==> src/rtl/pulse_stretcher_pkg.sv <==
// Shared types and helpers for the pulse stretcher.
package pulse_stretcher_pkg;

  typedef enum logic [1:0] {IDLE, ACTIVE, GAP} ps_state_e;

  // The gap counter is loaded with GAP_CYCLES-1, so at least one gap cycle must exist.
  localparam int unsigned MinGapCycles = 1;

  function automatic logic active_level(logic idle_level);
    return ~idle_level;
  endfunction

endpackage

==> src/rtl/sat_counter.sv <==
// Saturating up-counter with synchronous clear; clear beats increment.
module sat_counter #(
  parameter int unsigned Width = 8
) (
  input  logic             clk,
  input  logic             rst_n,
  input  logic             inc,
  input  logic             clr,
  output logic [Width-1:0] count
);

  localparam logic [Width-1:0] One = Width'(1);

  logic [Width-1:0] count_q, count_d;

  always_comb begin
    count_d = count_q;
    if (clr) begin
      count_d = '0;
    end else if (inc && (count_q != '1)) begin
      count_d = count_q + One;
    end
  end

  always_ff @(posedge clk or negedge rst_n) begin
    if (!rst_n) begin
      count_q <= '0;
    end else begin
      count_q <= count_d;
    end
  end

  assign count = count_q;

endmodule

==> src/rtl/pulse_stretcher.sv <==
// Turns single-cycle trigger strobes into registered pulses of programmable length,
// followed by a guaranteed idle gap; excess triggers are queued one deep or dropped.
module pulse_stretcher
  import pulse_stretcher_pkg::*;
#(
  parameter int unsigned CNT_WIDTH  = 8,
  parameter int unsigned GAP_CYCLES = 1,
  parameter bit          RETRIGGER  = 1'b1,
  parameter logic        IDLE_LEVEL = 1'b0,
  parameter int unsigned DROP_WIDTH = 8
) (
  input  logic                  clk,
  input  logic                  rst_n,
  input  logic                  trigger_i,
  input  logic [CNT_WIDTH-1:0]  length_i,
  input  logic                  clear_drop_i,
  output logic                  out,
  output logic                  busy_o,
  output logic                  done_o,
  output logic [DROP_WIDTH-1:0] drop_cnt_o
);

  localparam logic ActiveLevel = active_level(IDLE_LEVEL);
  localparam int unsigned GapW = (GAP_CYCLES > 1) ? $clog2(GAP_CYCLES) : 1;
  localparam logic [GapW-1:0] GapLoad = GapW'(GAP_CYCLES - 1);
  localparam logic [GapW-1:0] GapOne = GapW'(1);
  localparam logic [CNT_WIDTH-1:0] CntOne = CNT_WIDTH'(1);

  if (GAP_CYCLES < MinGapCycles) begin : gen_gap_check
    $error("pulse_stretcher: GAP_CYCLES must be >= 1");
  end

  ps_state_e            state_q, state_d;
  logic [CNT_WIDTH-1:0] cnt_q, cnt_d;
  logic [GapW-1:0]      gap_q, gap_d;
  logic                 pend_q, pend_d;
  logic [CNT_WIDTH-1:0] pend_len_q, pend_len_d;
  logic                 out_q, out_d;
  logic                 busy_q, busy_d;
  logic                 done_q, done_d;
  logic                 trig_valid;
  logic                 drop;

  // Zero-length requests are ignored everywhere: no start, reload, queue or drop.
  assign trig_valid = trigger_i && (length_i != '0);

  always_comb begin
    state_d    = state_q;
    cnt_d      = cnt_q;
    gap_d      = gap_q;
    pend_d     = pend_q;
    pend_len_d = pend_len_q;
    drop       = 1'b0;

    unique case (state_q)
      IDLE: begin
        if (trig_valid) begin
          state_d = ACTIVE;
          cnt_d   = length_i - CntOne;
        end
      end
      ACTIVE: begin
        if (trig_valid && RETRIGGER) begin
          cnt_d = length_i - CntOne;
        end else begin
          if (trig_valid) begin
            if (pend_q) begin
              drop = 1'b1;
            end else begin
              pend_d     = 1'b1;
              pend_len_d = length_i;
            end
          end
          if (cnt_q == '0) begin
            state_d = GAP;
            gap_d   = GapLoad;
          end else begin
            cnt_d = cnt_q - CntOne;
          end
        end
      end
      GAP: begin
        if (trig_valid) begin
          if (pend_q) begin
            drop = 1'b1;
          end else begin
            pend_d     = 1'b1;
            pend_len_d = length_i;
          end
        end
        // A trigger arriving on the expiry cycle is already in pend_d and starts now.
        if (gap_q == '0) begin
          if (pend_d) begin
            state_d = ACTIVE;
            cnt_d   = pend_len_d - CntOne;
            pend_d  = 1'b0;
          end else begin
            state_d = IDLE;
          end
        end else begin
          gap_d = gap_q - GapOne;
        end
      end
      default: begin
        state_d = IDLE;
      end
    endcase

    out_d  = (state_d == ACTIVE) ? ActiveLevel : IDLE_LEVEL;
    done_d = (state_q == ACTIVE) && (state_d == GAP);
    busy_d = (state_d != IDLE) || pend_d;
  end

  always_ff @(posedge clk or negedge rst_n) begin
    if (!rst_n) begin
      state_q    <= IDLE;
      cnt_q      <= '0;
      gap_q      <= '0;
      pend_q     <= 1'b0;
      pend_len_q <= '0;
      out_q      <= IDLE_LEVEL;
      busy_q     <= 1'b0;
      done_q     <= 1'b0;
    end else begin
      state_q    <= state_d;
      cnt_q      <= cnt_d;
      gap_q      <= gap_d;
      pend_q     <= pend_d;
      pend_len_q <= pend_len_d;
      out_q      <= out_d;
      busy_q     <= busy_d;
      done_q     <= done_d;
    end
  end

  sat_counter #(
    .Width(DROP_WIDTH)
  ) u_drop_cnt (
    .clk  (clk),
    .rst_n(rst_n),
    .inc  (drop),
    .clr  (clear_drop_i),
    .count(drop_cnt_o)
  );

  assign out    = out_q;
  assign busy_o = busy_q;
  assign done_o = done_q;

endmodule

==> config.mk <==
export PLATFORM = sky130hd
export DESIGN_NAME = pulse_stretcher
export DESIGN_NICKNAME = d
export VERILOG_FILES = /design/src/rtl/pulse_stretcher_pkg.sv /design/src/rtl/sat_counter.sv /design/src/rtl/pulse_stretcher.sv
export SDC_FILE = /design/constraint.sdc
export NUM_CORES = 1
export LEC_CHECK = 0
export CORE_ASPECT_RATIO = 2
export CORE_MARGIN = 10
export CORE_UTILIZATION = 55
export CTS_CLUSTER_DIAMETER = 60
export CTS_CLUSTER_SIZE = 12
export DETAILED_ROUTE_END_ITERATION = 12
export DONT_BUFFER_PORTS = 1
export PLACE_DENSITY = 0.7
export SLEW_MARGIN = 10
export SYNTH_ARGS = -nofsm -noshare
export SYNTH_HDL_FRONTEND = slang
export SYNTH_SLANG_ARGS = --single-unit
==> constraint.sdc <==
create_clock -name clk -period 4.5 [get_ports clk]
set_input_delay 0.675 -clock clk [delete_from_list [all_inputs] [get_ports clk]]
set_output_delay 0.675 -clock clk [all_outputs]
set_load 0.05 [all_outputs]
==> out/qor.yml <==
required_ns: 4.70
powerDensity_nw_per_um2: 479
coreArea_um2: 3800
port_buffers: 0
syn_area_um2: 2140
diodes: 0
synthDistinctLibCells: 48
synth.area.mux_share_pct: 9.24
die_y_um: 108
met1_usage_pct: 14.8
r2r_slack_ns: 2.02
utilization_pct: 59.2
crit_type: "in -> reg"
grt_usage_pct: 16.7
setup_viol: 0
grt_max_degree: 31
drive_above_1_share_pct: 9.44
synth-seq-cells: 30
mostFrequentLayoutCells: "dfrtp_1, nand2_1, nor2_1, xor2_1, mux2i_1"
vias: 1787
yosysTopAreaCellShare_pct: 35.1
max_freq_mhz: 347
busiest_layer: "met2"
synth_fa_ha_area_share_pct: 5.85
grt_remaining_overflow: 0
synth_nets: 258
synth_simple_gate_area_share_pct: 21.5
area_growth_pct: 5.20
synth_xor_area_share_pct: 8.60
synth_compound_area_share_pct: 16.5
synth_area_leaders: "dfrtp_1, mux2i_1, ha_1, xor2_1, nand2_1"
crit_path_cell_trace: "inv_1, ha_1, or3b_2, o21ai_4, mux2i_1, ha_1, o211ai_1, xor2_1, nand2_1, a41oi_1"
setup_ws_ns: 1.62
cp.arrival_ns: 3.08
htreeDepth: 2
ys_warn_count: 0
relSlewSlack_pct: 46.8
ys_seq_area_share_pct: 35.1
final_common_cell: "dfrtp_1"
rsz0062_at_grt: "false"
io_pins: 23
antenna_found_initial: 0
ctsResizeCount: 0
vdd_drop_max_mv: 0.265
grt_pass1_wl_um: 9250
r2r-start: "state_q[0]"
drt-pass1-iter-count: 4
synth-main-ff-cell: "dfrtp_1"
preCtsSetupSlack_ns: 1.37
clock_latency_ns: 0.28
ant_nets: 0
rows: 32
synth_top_family_by_area: "simple AND/OR/NAND/NOR gates"
finalNonFillerCells: 284
placed_cells: 278
nNetsFinal: 256
startpoint: "length_i[0]"
wl_per_cell_um: 18.8
cts_setup_buffers: 0
cp-endpoint: "cnt_q[6]"
root_buffer: "clkbuf_8"
tightest_slew_ns: 0.799
clk_pin_slew_worst_paths_ns: 0.06
r2r_end: "cnt_q[5]"
cp-start-kind: "input pin"
drc: 0
p_total_mw: 1.08
critPathMaxFanout: 9
cts-hold-fix-buffers: 0
syn_avg_cell_area_um2: 9.07
crit_path_end_kind: "flop"
fin_crit_ns: 2.88
drtIter0Drc: 59
hpwl_um: 4210
synth_top_cell_by_area: "dfrtp_1"
gp_congestion: 0.906
fin_crit_sh_pct: 64.0
min_path_type: "in -> async"
cap_violations: 0
cts_buffer_depth: 2
leakage_nw: 0.933
dieArea_um2: 6940
slew_violations: 0
syn_inst: 236
grt_pass1_vias: 1905
die_w_um: 64.1
skew_ns: 0.00433
cp_common_cell: "ha_1"
hold_viol: 0
vias_per_cell: 6.29
synth_edf_count: 0
cts_tree: "done"
cts_sinks: 30
globalRouteMet3Util_pct: 4.66
setup_tns_ns: 0
status: "finished, final reports clean"
cts_buffers: 5
critPathSlowestCell: "or3b_2"
drt_wl_total_um: 5340
synthArstFlopShare_pct: 100
start_util_pct: 56.3
critical_path.max_stage_delay_ns: 0.51
reg2reg_depth: 7
grtUsageMet2_pct: 31.3
layout make-up:
| cell class | count | area, um2 |
|---|---|---|
| well taps | 51 | 63.8 |
| multi-input cells | 188 | 1320 |
| flip-flops and latches | 30 | 751 |
| fillers | 340 | 1550 |
| clock buffers | 6 | 82.6 |
| inverters | 9 | 33.8 |
through the flow:
step / instance area [um2] / hold slack, ns
5_1_grt: 2250 / 0.0708
6_report: 2250 / 0.0853
3_3_place_gp: 2170 / 0.380
3_5_place_dp: 2170 / 0.380
4_1_cts: 2250 / 0.0782
2_1_floorplan: 2140 / 0.379
synth_stat cells (4+ instances only):
cell type / count
a21oi_1: 10
a31oi_1: 4
clkbuf_1: 7
dfrtp_1: 30
ha_1: 10
inv_1: 9
mux2_2: 6
mux2i_1: 13
nand2_1: 24
nand2b_1: 4
nand3_1: 5
nand4_1: 4
nor2_1: 20
nor3_1: 6
o211ai_1: 6
o21ai_0: 10
or3_1: 6
xnor2_1: 7
xor2_1: 14
where the power goes:
group / total (mW) / leakage (nW) / switching [mW] / internal (mW)
combinational: 0.408 / 0.510 / 0.225 / 0.183
clock: 0.209 / 0.0431 / 0.0918 / 0.118
sequential: 0.461 / 0.379 / 0.120 / 0.341
layer usage:
metal  wire, um  part of all wire, %
met5          0                    0
met4        239                  4.5
met3        331                  6.2
met2       3010                   56
met1       1760                   33
how the worst min path moves through the flow:
stage	from	endpoint	slack, ns	depth (start not counted)
after floorplan	rst_n	busy_o	0.38	0
after global placement	rst_n	busy_o	0.38	0
after detailed placement	rst_n	busy_o	0.38	0
after CTS	rst_n	pend_len_q[7]	0.08	0
after global routing	rst_n	pend_len_q[7]	0.07	0
final	rst_n	cnt_q[5]	0.09	0
registers in the layout, indices dropped and copies added, names as in the netlist:
signal,flops
busy_o,1
cnt_q,8
done_o,1
out,1
pend_len_q,8
pend_q,1
state_q,2
u_drop_cnt.count,8
cell families after synthesis:
group / Yosys count
compound gates: 50
xor+xnor: 21
fa+ha+maj: 10
buf+inv: 18
flops: 30
mux: 19
simple gates: 88
worst max-delay path, delay by kind of cell:
kind / cells / cell delay [ns]
AOI/OAI and AO/OA: 3 / 0.73
xor gates and xnor gates: 1 / 0.14
and+or+nand+nor: 2 / 0.57
buffers and inverters: 1 / 0.09
adders and majority gates: 2 / 0.49
muxes: 1 / 0.38
No activity file was read; power rests on OpenSTA's default activity.
